`src/rtl/mem_stage_pkg.sv`:
```
// Shared opcode map, instruction field helpers and FSM encoding for the MEM stage.
package mem_stage_pkg;

  typedef enum logic [3:0] {
    OP_ADD  = 4'h0, OP_SUB  = 4'h1, OP_AND  = 4'h2, OP_OR   = 4'h3,
    OP_XOR  = 4'h4, OP_SHL  = 4'h5, OP_SHR  = 4'h6, OP_ADDI = 4'h7,
    OP_LUI  = 4'h8, OP_LW   = 4'h9, OP_SW   = 4'hA, OP_BEQ  = 4'hB,
    OP_BNE  = 4'hC, OP_JMP  = 4'hD, OP_CALL = 4'hE, OP_RET  = 4'hF
  } opcode_e;

  typedef enum logic {
    ST_IDLE   = 1'b0,
    ST_ACCESS = 1'b1
  } state_e;

  localparam int OP_MSB = 15;
  localparam int OP_LSB = 12;
  localparam int RD_MSB = 11;
  localparam int RD_LSB = 8;

  function automatic opcode_e op_of(input logic [15:0] instr);
    return opcode_e'(instr[OP_MSB:OP_LSB]);
  endfunction

  function automatic logic [3:0] rd_of(input logic [15:0] instr);
    return instr[RD_MSB:RD_LSB];
  endfunction

  function automatic logic is_mem(input opcode_e op);
    return (op == OP_LW) || (op == OP_SW);
  endfunction

  // CALL writes the link register; branches, jumps, RET and SW write nothing.
  function automatic logic reg_we(input opcode_e op);
    case (op)
      OP_SW, OP_BEQ, OP_BNE, OP_JMP, OP_RET: return 1'b0;
      default:                                return 1'b1;
    endcase
  endfunction

endpackage

```
`src/rtl/mem_stage_if.sv`:
```
// Data-memory req/ack bus between the MEM stage (master) and data memory (slave).
interface mem_stage_if #(
  parameter int DW = 16,
  parameter int AW = 16
);
  logic          mem_req;
  logic          mem_we;
  logic [AW-1:0] mem_addr;
  logic [DW-1:0] mem_wdata;
  logic [DW-1:0] mem_rdata;
  logic          mem_ack;

  modport master (output mem_req, mem_we, mem_addr, mem_wdata,
                  input  mem_rdata, mem_ack);
  modport slave  (input  mem_req, mem_we, mem_addr, mem_wdata,
                  output mem_rdata, mem_ack);
endinterface

```
`src/rtl/mem_stage_wb_reg.sv`:
```
// MEM/WB pipeline register: ld captures a new entry, clr drops valid and write enable.
module mem_wb_reg #(
  parameter int DW = 16
) (
  input  logic          clk,
  input  logic          rst_n,
  input  logic          ld,
  input  logic          clr,
  input  logic [15:0]   instr_d,
  input  logic          we_d,
  input  logic [DW-1:0] data_d,
  input  logic [15:0]   ret_addr_d,
  input  logic [15:0]   nxt_pc_d,
  output logic          valid_q,
  output logic [15:0]   instr_q,
  output logic          we_q,
  output logic [DW-1:0] data_q,
  output logic [15:0]   ret_addr_q,
  output logic [15:0]   nxt_pc_q
);

  always_ff @(posedge clk or negedge rst_n) begin
    if (!rst_n) begin
      valid_q    <= 1'b0;
      instr_q    <= '0;
      we_q       <= 1'b0;
      data_q     <= '0;
      ret_addr_q <= '0;
      nxt_pc_q   <= '0;
    end else if (ld) begin
      valid_q    <= 1'b1;
      instr_q    <= instr_d;
      we_q       <= we_d;
      data_q     <= data_d;
      ret_addr_q <= ret_addr_d;
      nxt_pc_q   <= nxt_pc_d;
    end else if (clr) begin
      // Payload holds so WB sees stable values; only valid/we are killed.
      valid_q <= 1'b0;
      we_q    <= 1'b0;
    end
  end

endmodule

```
`src/rtl/mem_stage.sv`:
```
// MEM stage between EX and WB: LW/SW req/ack handshake, upstream stall, MEM/WB register.
// Optional MEM_STAGE_TIMEOUT_EN aborts an access after TIMEOUT unacknowledged cycles.
module mem_stage
  import mem_stage_pkg::*;
#(
  parameter int DW      = 16,
  parameter int AW      = 16,
  parameter int TIMEOUT = 15
) (
  input  logic          clk,
  input  logic          rst_n,
  input  logic          ex_valid,
  input  logic [15:0]   ex_instr,
  input  logic [DW-1:0] ex_alu,
  input  logic [DW-1:0] ex_sdata,
  input  logic [15:0]   ex_ret_addr,
  input  logic [15:0]   ex_nxt_PC,
  output logic          stall,
  mem_stage_if.master   mem,
  output logic          wb_valid,
  output logic [15:0]   wb_instr,
  output logic          wb_we,
  output logic [DW-1:0] wb_data,
  output logic [15:0]   wb_ret_addr,
  output logic [15:0]   wb_nxt_PC,
  output logic          mem_err
);

  state_e        state, state_nxt;
  opcode_e       ex_op;
  logic          accept;
  logic          timeout_hit;
  logic [15:0]   lat_instr, lat_ret, lat_nxt;
  logic          ld, clr;
  logic [15:0]   d_instr, d_ret, d_nxt;
  logic          d_we;
  logic [DW-1:0] d_data;

  assign ex_op  = op_of(ex_instr);
  assign accept = (state == ST_IDLE) && ex_valid && is_mem(ex_op);
  assign stall  = (state == ST_ACCESS);

  always_comb begin
    state_nxt = state;
    ld        = 1'b0;
    clr       = 1'b0;
    d_instr   = ex_instr;
    d_we      = 1'b0;
    d_data    = ex_alu;
    d_ret     = ex_ret_addr;
    d_nxt     = ex_nxt_PC;
    case (state)
      ST_IDLE: begin
        if (!ex_valid) begin
          clr = 1'b1;
        end else if (is_mem(ex_op)) begin
          clr       = 1'b1;
          state_nxt = ST_ACCESS;
        end else begin
          ld   = 1'b1;
          d_we = reg_we(ex_op);
        end
      end
      ST_ACCESS: begin
        d_instr = lat_instr;
        d_ret   = lat_ret;
        d_nxt   = lat_nxt;
        d_data  = '0;
        // Ack takes priority over the timeout abort on the same cycle.
        if (mem.mem_ack) begin
          ld        = 1'b1;
          state_nxt = ST_IDLE;
          if (op_of(lat_instr) == OP_LW) begin
            d_we   = 1'b1;
            d_data = mem.mem_rdata;
          end
        end else if (timeout_hit) begin
          ld        = 1'b1;
          state_nxt = ST_IDLE;
        end else begin
          clr = 1'b1;
        end
      end
      default: state_nxt = ST_IDLE;
    endcase
  end

  always_ff @(posedge clk or negedge rst_n) begin
    if (!rst_n) begin
      state         <= ST_IDLE;
      mem.mem_req   <= 1'b0;
      mem.mem_we    <= 1'b0;
      mem.mem_addr  <= '0;
      mem.mem_wdata <= '0;
      lat_instr     <= '0;
      lat_ret       <= '0;
      lat_nxt       <= '0;
    end else begin
      state       <= state_nxt;
      mem.mem_req <= (state_nxt == ST_ACCESS);
      if (accept) begin
        mem.mem_we    <= (ex_op == OP_SW);
        mem.mem_addr  <= AW'(ex_alu);
        mem.mem_wdata <= ex_sdata;
        lat_instr     <= ex_instr;
        lat_ret       <= ex_ret_addr;
        lat_nxt       <= ex_nxt_PC;
      end
    end
  end

`ifdef MEM_STAGE_TIMEOUT_EN
  localparam logic [3:0] TO_LAST = 4'(TIMEOUT - 1);
  logic [3:0] wait_cnt;

  assign timeout_hit = (state == ST_ACCESS) && (wait_cnt == TO_LAST);

  always_ff @(posedge clk or negedge rst_n) begin
    if (!rst_n) begin
      wait_cnt <= '0;
      mem_err  <= 1'b0;
    end else begin
      if (accept)
        wait_cnt <= '0;
      else if ((state == ST_ACCESS) && !mem.mem_ack)
        wait_cnt <= wait_cnt + 4'd1;
      if (timeout_hit && !mem.mem_ack)
        mem_err <= 1'b1;
    end
  end
`else
  assign timeout_hit = 1'b0;
  assign mem_err     = 1'b0;
`endif

  mem_wb_reg #(.DW(DW)) u_mem_wb_reg (
    .clk        (clk),
    .rst_n      (rst_n),
    .ld         (ld),
    .clr        (clr),
    .instr_d    (d_instr),
    .we_d       (d_we),
    .data_d     (d_data),
    .ret_addr_d (d_ret),
    .nxt_pc_d   (d_nxt),
    .valid_q    (wb_valid),
    .instr_q    (wb_instr),
    .we_q       (wb_we),
    .data_q     (wb_data),
    .ret_addr_q (wb_ret_addr),
    .nxt_pc_q   (wb_nxt_PC)
  );

endmodule

```
`src/flat_wrapper.sv`:
```
// flat-port wrapper written by rule: the top's interface ports become plain ports
module mem_stage_flat import mem_stage_pkg::*;
#(
  parameter int DW      = 16,
  parameter int AW      = 16,
  parameter int TIMEOUT = 15
)
  (clk, rst_n, ex_valid, ex_instr, ex_alu, ex_sdata, ex_ret_addr, ex_nxt_PC, stall, wb_valid, wb_instr, wb_we, wb_data, wb_ret_addr, wb_nxt_PC, mem_err, mem_mem_req, mem_mem_we, mem_mem_addr, mem_mem_wdata, mem_mem_rdata, mem_mem_ack);
  mem_stage_if #(.DW(DW), .AW(AW)) mem_i ();
  input  logic clk;
  input  logic rst_n;
  input  logic ex_valid;
  input  logic [15:0] ex_instr;
  input  logic [DW-1:0] ex_alu;
  input  logic [DW-1:0] ex_sdata;
  input  logic [15:0] ex_ret_addr;
  input  logic [15:0] ex_nxt_PC;
  output logic stall;
  output logic wb_valid;
  output logic [15:0] wb_instr;
  output logic wb_we;
  output logic [DW-1:0] wb_data;
  output logic [15:0] wb_ret_addr;
  output logic [15:0] wb_nxt_PC;
  output logic mem_err;
  output wire logic [$bits(mem_i.mem_req)-1:0] mem_mem_req;
  output wire logic [$bits(mem_i.mem_we)-1:0] mem_mem_we;
  output wire logic [$bits(mem_i.mem_addr)-1:0] mem_mem_addr;
  output wire logic [$bits(mem_i.mem_wdata)-1:0] mem_mem_wdata;
  input wire logic [$bits(mem_i.mem_rdata)-1:0] mem_mem_rdata;
  input wire logic [$bits(mem_i.mem_ack)-1:0] mem_mem_ack;
  assign mem_mem_req = mem_i.mem_req;
  assign mem_mem_we = mem_i.mem_we;
  assign mem_mem_addr = mem_i.mem_addr;
  assign mem_mem_wdata = mem_i.mem_wdata;
  assign mem_i.mem_rdata = mem_mem_rdata;
  assign mem_i.mem_ack = mem_mem_ack;
  mem_stage #(.DW(DW), .AW(AW), .TIMEOUT(TIMEOUT)) u_core (.clk(clk), .rst_n(rst_n), .ex_valid(ex_valid), .ex_instr(ex_instr), .ex_alu(ex_alu), .ex_sdata(ex_sdata), .ex_ret_addr(ex_ret_addr), .ex_nxt_PC(ex_nxt_PC), .stall(stall), .mem(mem_i), .wb_valid(wb_valid), .wb_instr(wb_instr), .wb_we(wb_we), .wb_data(wb_data), .wb_ret_addr(wb_ret_addr), .wb_nxt_PC(wb_nxt_PC), .mem_err(mem_err));
endmodule
```
`config.mk`:
```
export PLATFORM = sky130hd
export DESIGN_NAME = mem_stage_flat
export DESIGN_NICKNAME = d
export VERILOG_FILES = /design/src/rtl/mem_stage_pkg.sv /design/src/rtl/mem_stage_if.sv /design/src/rtl/mem_stage_wb_reg.sv /design/src/rtl/mem_stage.sv /design/src/flat_wrapper.sv
export SDC_FILE = /design/constraint.sdc
export NUM_CORES = 1
export LEC_CHECK = 0
export ABC_CLOCK_PERIOD_IN_PS = 5200
export BUFFER_PORTS_ARGS = -buffer_cell sky130_fd_sc_hd__clkbuf_2
export CAP_MARGIN = 10
export CORE_ASPECT_RATIO = 0.75
export CORE_MARGIN = 1
export CORE_UTILIZATION = 50
export DETAILED_ROUTE_END_ITERATION = 8
export PLACE_DENSITY = 0.78
export SLEW_MARGIN = 25
export SYNTH_ARGS = -nofsm -noshare
export SYNTH_HDL_FRONTEND = slang
export SYNTH_SLANG_ARGS = --single-unit
```
`constraint.sdc`:
```
create_clock -name clk -period 5.2 [get_ports clk]
set_clock_uncertainty 0.05 [all_clocks]
set_input_delay 0.26 -clock clk [delete_from_list [all_inputs] [get_ports clk]]
set_output_delay 0.26 -clock clk [all_outputs]
set_load 0.01 [all_outputs]
```
Word-level counts from Yosys, hierarchy flattened --
Cells that the tools add are included. Widths: inputs -> output; s select.
Word-level totals: output and inout port bits 102, logic and storage cells 51, bits of input ports 100, flip-flop bits (word level) 148
Cells by class: eq/ne operators 7, bitwise logic cells 1, reductions and logical operators 5, multiplexer cells 25
Operators with widths (count):
- $mux 16 | 6
- $eq 4x4->1 const B | 7
- $mux 1 | 15
- $pmux 1 s2 | 4
- $reduce_or 5->1 | 1
- $logic_and 1x1->1 | 2
- $reduce_bool 2->1 | 1
- $logic_or 1x1->1 | 1
- $not 1->1 | 1

Depth between registers and ports, before layout --
depth after elaboration 7, gate-level depth with buffers 5, gate-level depth less buffers 3

By module --
A second synthesis with hierarchy kept.
Unflattened totals: cell total of the unflattened synthesis 404, area, all modules 6697.7 um2
By module, submodules not included:
- mem_stage | area an instance 4241.6 um2, instances 1, cells an instance 263
- mem_wb_reg | area an instance 2456.1 um2, instances 1, cells an instance 141

Worst setup path before layout --
Ideal clock, no wire load.
kind reg2reg, start point register, netlist name u_core.mem.mem_req, end point register u_core.u_mem_wb_reg.instr_q[10], setup time 125 ps, required time 5025 ps, path buffers 2, slack 3411 ps, stages on the path, launching flop included 5, data arrival time 1614 ps, path through dfrtp_1 buf_2 clkbuf_1 mux2_2 mux2_2
RTL lines:
- end signal, assigned | RTL line mem_stage_wb_reg.sv:32 | instr_q <= instr_d;
- end, declared | RTL line mem_stage_wb_reg.sv:15 | output logic [15:0] instr_q,

==> flow_summary_export.csv <==
group,metric,value,unit
timing,hold_viol_final,0,
critical_path,crit_path_start_kind,"flop",
timing,setup_viol,0,
timing,period_needed,3000,ps
route,wire_per_inst,17.1,um
placed_design,place_inst,759,
timing,hold_ws,31.1,ps
critical_path,timing.rr.end,"u_core.u_mem_wb_reg.nxt_pc_q[7]$_DFFE_PN0P_",
critical_path,r2r_setup_slack,2200,ps
cells_and_area,stdcell_count,793,
floorplan,rows,35,
critical_path,worstRegToRegCells,5,
logic_synthesis,yosysSeqAreaShare,57.4,%
power_and_ir_drop,powerDensity,440,nW/um^2
min_path,hold_path.class,"in2reg",
critical_path,cp_max_fo,57,
logic_synthesis,syn_nets,519,
power_and_ir_drop,pwr-share-clk,33.5,%
floorplan,io-pin-count,202,
route,first_pass_iters,4,
timing,worst_pin_slew,871,ps
cells_and_area,regArea,3710,um^2
route,routed_via_density,5.26,
critical_path,worstPathRequired,5440,ps
timing,fin_crit_sh,57.7,%
route,drc,0,
clocking,cts_setup_buffers,0,
cells_and_area,drive_gt1_share,67.8,%
clocking,clk_pin_slew,60,ps
floorplan,die-area,13400,um^2
timing,slew_headroom,42.0,%
logic_synthesis,syn_avg_cell_area,15.4,um^2
cells_and_area,fill_cells,942,
logic_synthesis,synth_compound_area_share,2.91,%
cells_and_area,multiInputGateArea,2520,um^2
critical_path,r2r_start,"u_core.mem.mem_req$_DFF_PN0_",
power_and_ir_drop,internal_power,0.00260,W
power_and_ir_drop,ir_drop,0.000255,V
logic_synthesis,synth_top_family_by_area,"multiplexers",
logic_synthesis,syn_area,6450,um^2
power_and_ir_drop,combPwrFrac,22.0,%
critical_path,worstSetupStartpoint,"u_core.mem.mem_req$_DFF_PN0_",
floorplan,start_util,51.9,%
logic_synthesis,yosys.area_share.adder,0,%
route,routed_wl,13600,um
logic_synthesis,synth.area.mux_share,33.3,%
clocking,root_buffer,"clkbuf_16",
route,ant_nets,0,
power_and_ir_drop,swShare,27.0,%
logic_synthesis,ys_ff_latch,148,
global_route,first_global_vias,4354,
cells_and_area,mostFrequentLayoutCells,"clkbuf_2 (199), mux2_2 (189), dfrtp_1 (147)",
power_and_ir_drop,sequentialPowerShare,44.5,%
timing,rsz0062_at_grt,"no",
global_route,overflow,0,
logic_synthesis,synth_cell_type_count,24,
run_status,status,"finished, final reports clean",
global_route,grt_use_total,21.5,%
placed_design,place_congestion,0.782,
global_route,antenna_found_initial,0,
timing,fin_setup_tns,0,ps
clocking,cts.sinks,148,
cells_and_area,final_common_cell,"clkbuf_2",
logic_synthesis,synthSimpleGateAreaFrac,2.31,%
critical_path,cp-end-kind,"flop",
clocking,cts_buffer_depth,2,
logic_synthesis,netlist_instances,419,
clocking,h-tree-depth,4,
power_and_ir_drop,p_switching,0.000962,W
cells_and_area,fin_util,65.2,%
critical_path,critPathKind,"reg2reg",
power_and_ir_drop,leakagePower,3.92,nW
logic_synthesis,ys_warn_count,0,
floorplan,dieWidth,133,um
placed_design,dp_hpwl,9430,um
critical_path,crit_end,"u_core.u_mem_wb_reg.nxt_pc_q[7]$_DFFE_PN0P_",
cells_and_area,diodes,0,
placed_design,portBuffers,200,
route,routed-via-count,4170,
cells_and_area,area_growth,25.6,%
flow_run,maxCapViolCount,0,
global_route,grt_first_pass_wirelength,22200,um
clocking,cts_buffers,17,
floorplan,core_area,12400,um^2
global_route,grt_start_max_net_pins,98,
timing,fmax,0.333,GHz
floorplan,die_h,100,um
critical_path,cp.arrival,3240,ps
cells_and_area,finalNetCount,714,
route,drtIter0Drc,153,
logic_synthesis,synthXorXnorAreaFrac,0.272,%
clocking,cts_tree,"built",
clocking,clk_latency,400,ps
timing,slew_violations,0,
cell families after synthesis:
family,count (synthesis)
other,1
muxes,191
AOI/OAI and AO/OA,20
and+or+nand+nor,25
xor gates and xnor gates,2
buffers and inverters,32
DFF,148
stage by stage:
stage | setup WS, ps | total power (W) | instance area (um^2)
final | 2200 | 0.00357 | 8100
after global routing | 2040 | 0.00375 | 8100
after CTS | 1890 | 0.00360 | 8080
after detailed placement | 1920 | 0.00240 | 7480
after global placement | 2060 | 0.00234 | 7480
after floorplan | 3410 | 0.00205 | 6450
area by class of cell:
cell class              instances  share of cell area (%)
flip-flops and latches        148                    45.8
inverters                       2                  0.0926
clock inverters                 8                    1.24
multi-input cells             239                    31.1
well taps                     166                    2.56
clock buffers                  24                    5.95
repair buffers                206                    13.3
what timing repair did:
item | in CTS | in global routing
endpoints found under the hold margin | 96 | 0
hold buffers | 1 | 0
gates resized for setup | 0 | 0
metal layers:
metal	part of all wire, %	GRT usage (%)
met1	45	28.8
met2	48	34.2
met3	5.7	5.51
met4	1.3	7.78
met5	0	0
synthesized netlist by cell type:
| master | count | area share (%) |
|---|---|---|
| buf_1 | 1 | 0.058 |
| dfrtp_1 | 148 | 57 |
| and2_1 | 1 | 0.097 |
| o21ai_0 | 1 | 0.078 |
| buf_6 | 13 | 2.3 |
| nand2b_1 | 2 | 0.19 |
| buf_2 | 5 | 0.39 |
| clkbuf_1 | 7 | 0.41 |
| conb_1 | 1 | 0.058 |
| a31oi_1 | 1 | 0.097 |
| nor2_1 | 2 | 0.12 |
| xnor2_1 | 1 | 0.14 |
| a221oi_1 | 1 | 0.14 |
| mux2i_1 | 2 | 0.31 |
| a21o_1 | 1 | 0.12 |
| inv_1 | 2 | 0.12 |
| a41o_1 | 16 | 2.5 |
| nor2b_1 | 17 | 1.6 |
| nand2_1 | 1 | 0.058 |
| mux2_2 | 189 | 33 |
| buf_4 | 4 | 0.47 |
| and3_1 | 1 | 0.097 |
| nand4_1 | 1 | 0.097 |
| xor2_1 | 1 | 0.14 |
state kept, by name, summed over array words and instances, names as in the netlist, 16 cells and up:
name / flops
u_core.mem.mem_wdata: 16
u_core.lat_nxt: 16
u_core.u_mem_wb_reg.nxt_pc_q: 16
u_core.lat_ret: 16
u_core.u_mem_wb_reg.data_q: 16
u_core.u_mem_wb_reg.instr_q: 16
u_core.mem.mem_addr: 16
u_core.u_mem_wb_reg.ret_addr_q: 16
u_core.lat_instr: 16
power groups by stage:
stage	Combinational (W)	Clock (W)	Sequential (W)
2_1_floorplan	0.000394	0	0.00166
3_3_place_gp	0.000750	0	0.00159
3_5_place_dp	0.000780	0	0.00162
4_1_cts	0.000784	0.00122	0.00160
5_1_grt	0.000850	0.00128	0.00163
6_report	0.000785	0.00119	0.00159
worst min-delay path by stage:
stage,startpoint,to,slack (ps),cells after the start
2_1_floorplan,rst_n,u_core.lat_instr[0]$_DFFE_PN0P_,-90,0
3_3_place_gp,rst_n,u_core.lat_instr[10]$_DFFE_PN0P_,340,1
3_5_place_dp,rst_n,u_core.lat_instr[10]$_DFFE_PN0P_,360,1
4_1_cts,mem_mem_ack,u_core.mem.mem_req$_DFF_PN0_,20,2
5_1_grt,ex_sdata[3],u_core.mem.mem_wdata[3]$_DFFE_PN0P_,20,2
6_report,ex_sdata[7],u_core.mem.mem_wdata[7]$_DFFE_PN0P_,30,2
worst max-delay path, cell delays in order, from the launching register on:
cell	delay [ps]
dfrtp_4	670
buf_16	320
mux2i_1	190
a31oi_4	540
buf_4	650
mux2_2	420
Note: power is estimated with default switching activity, not from simulation.
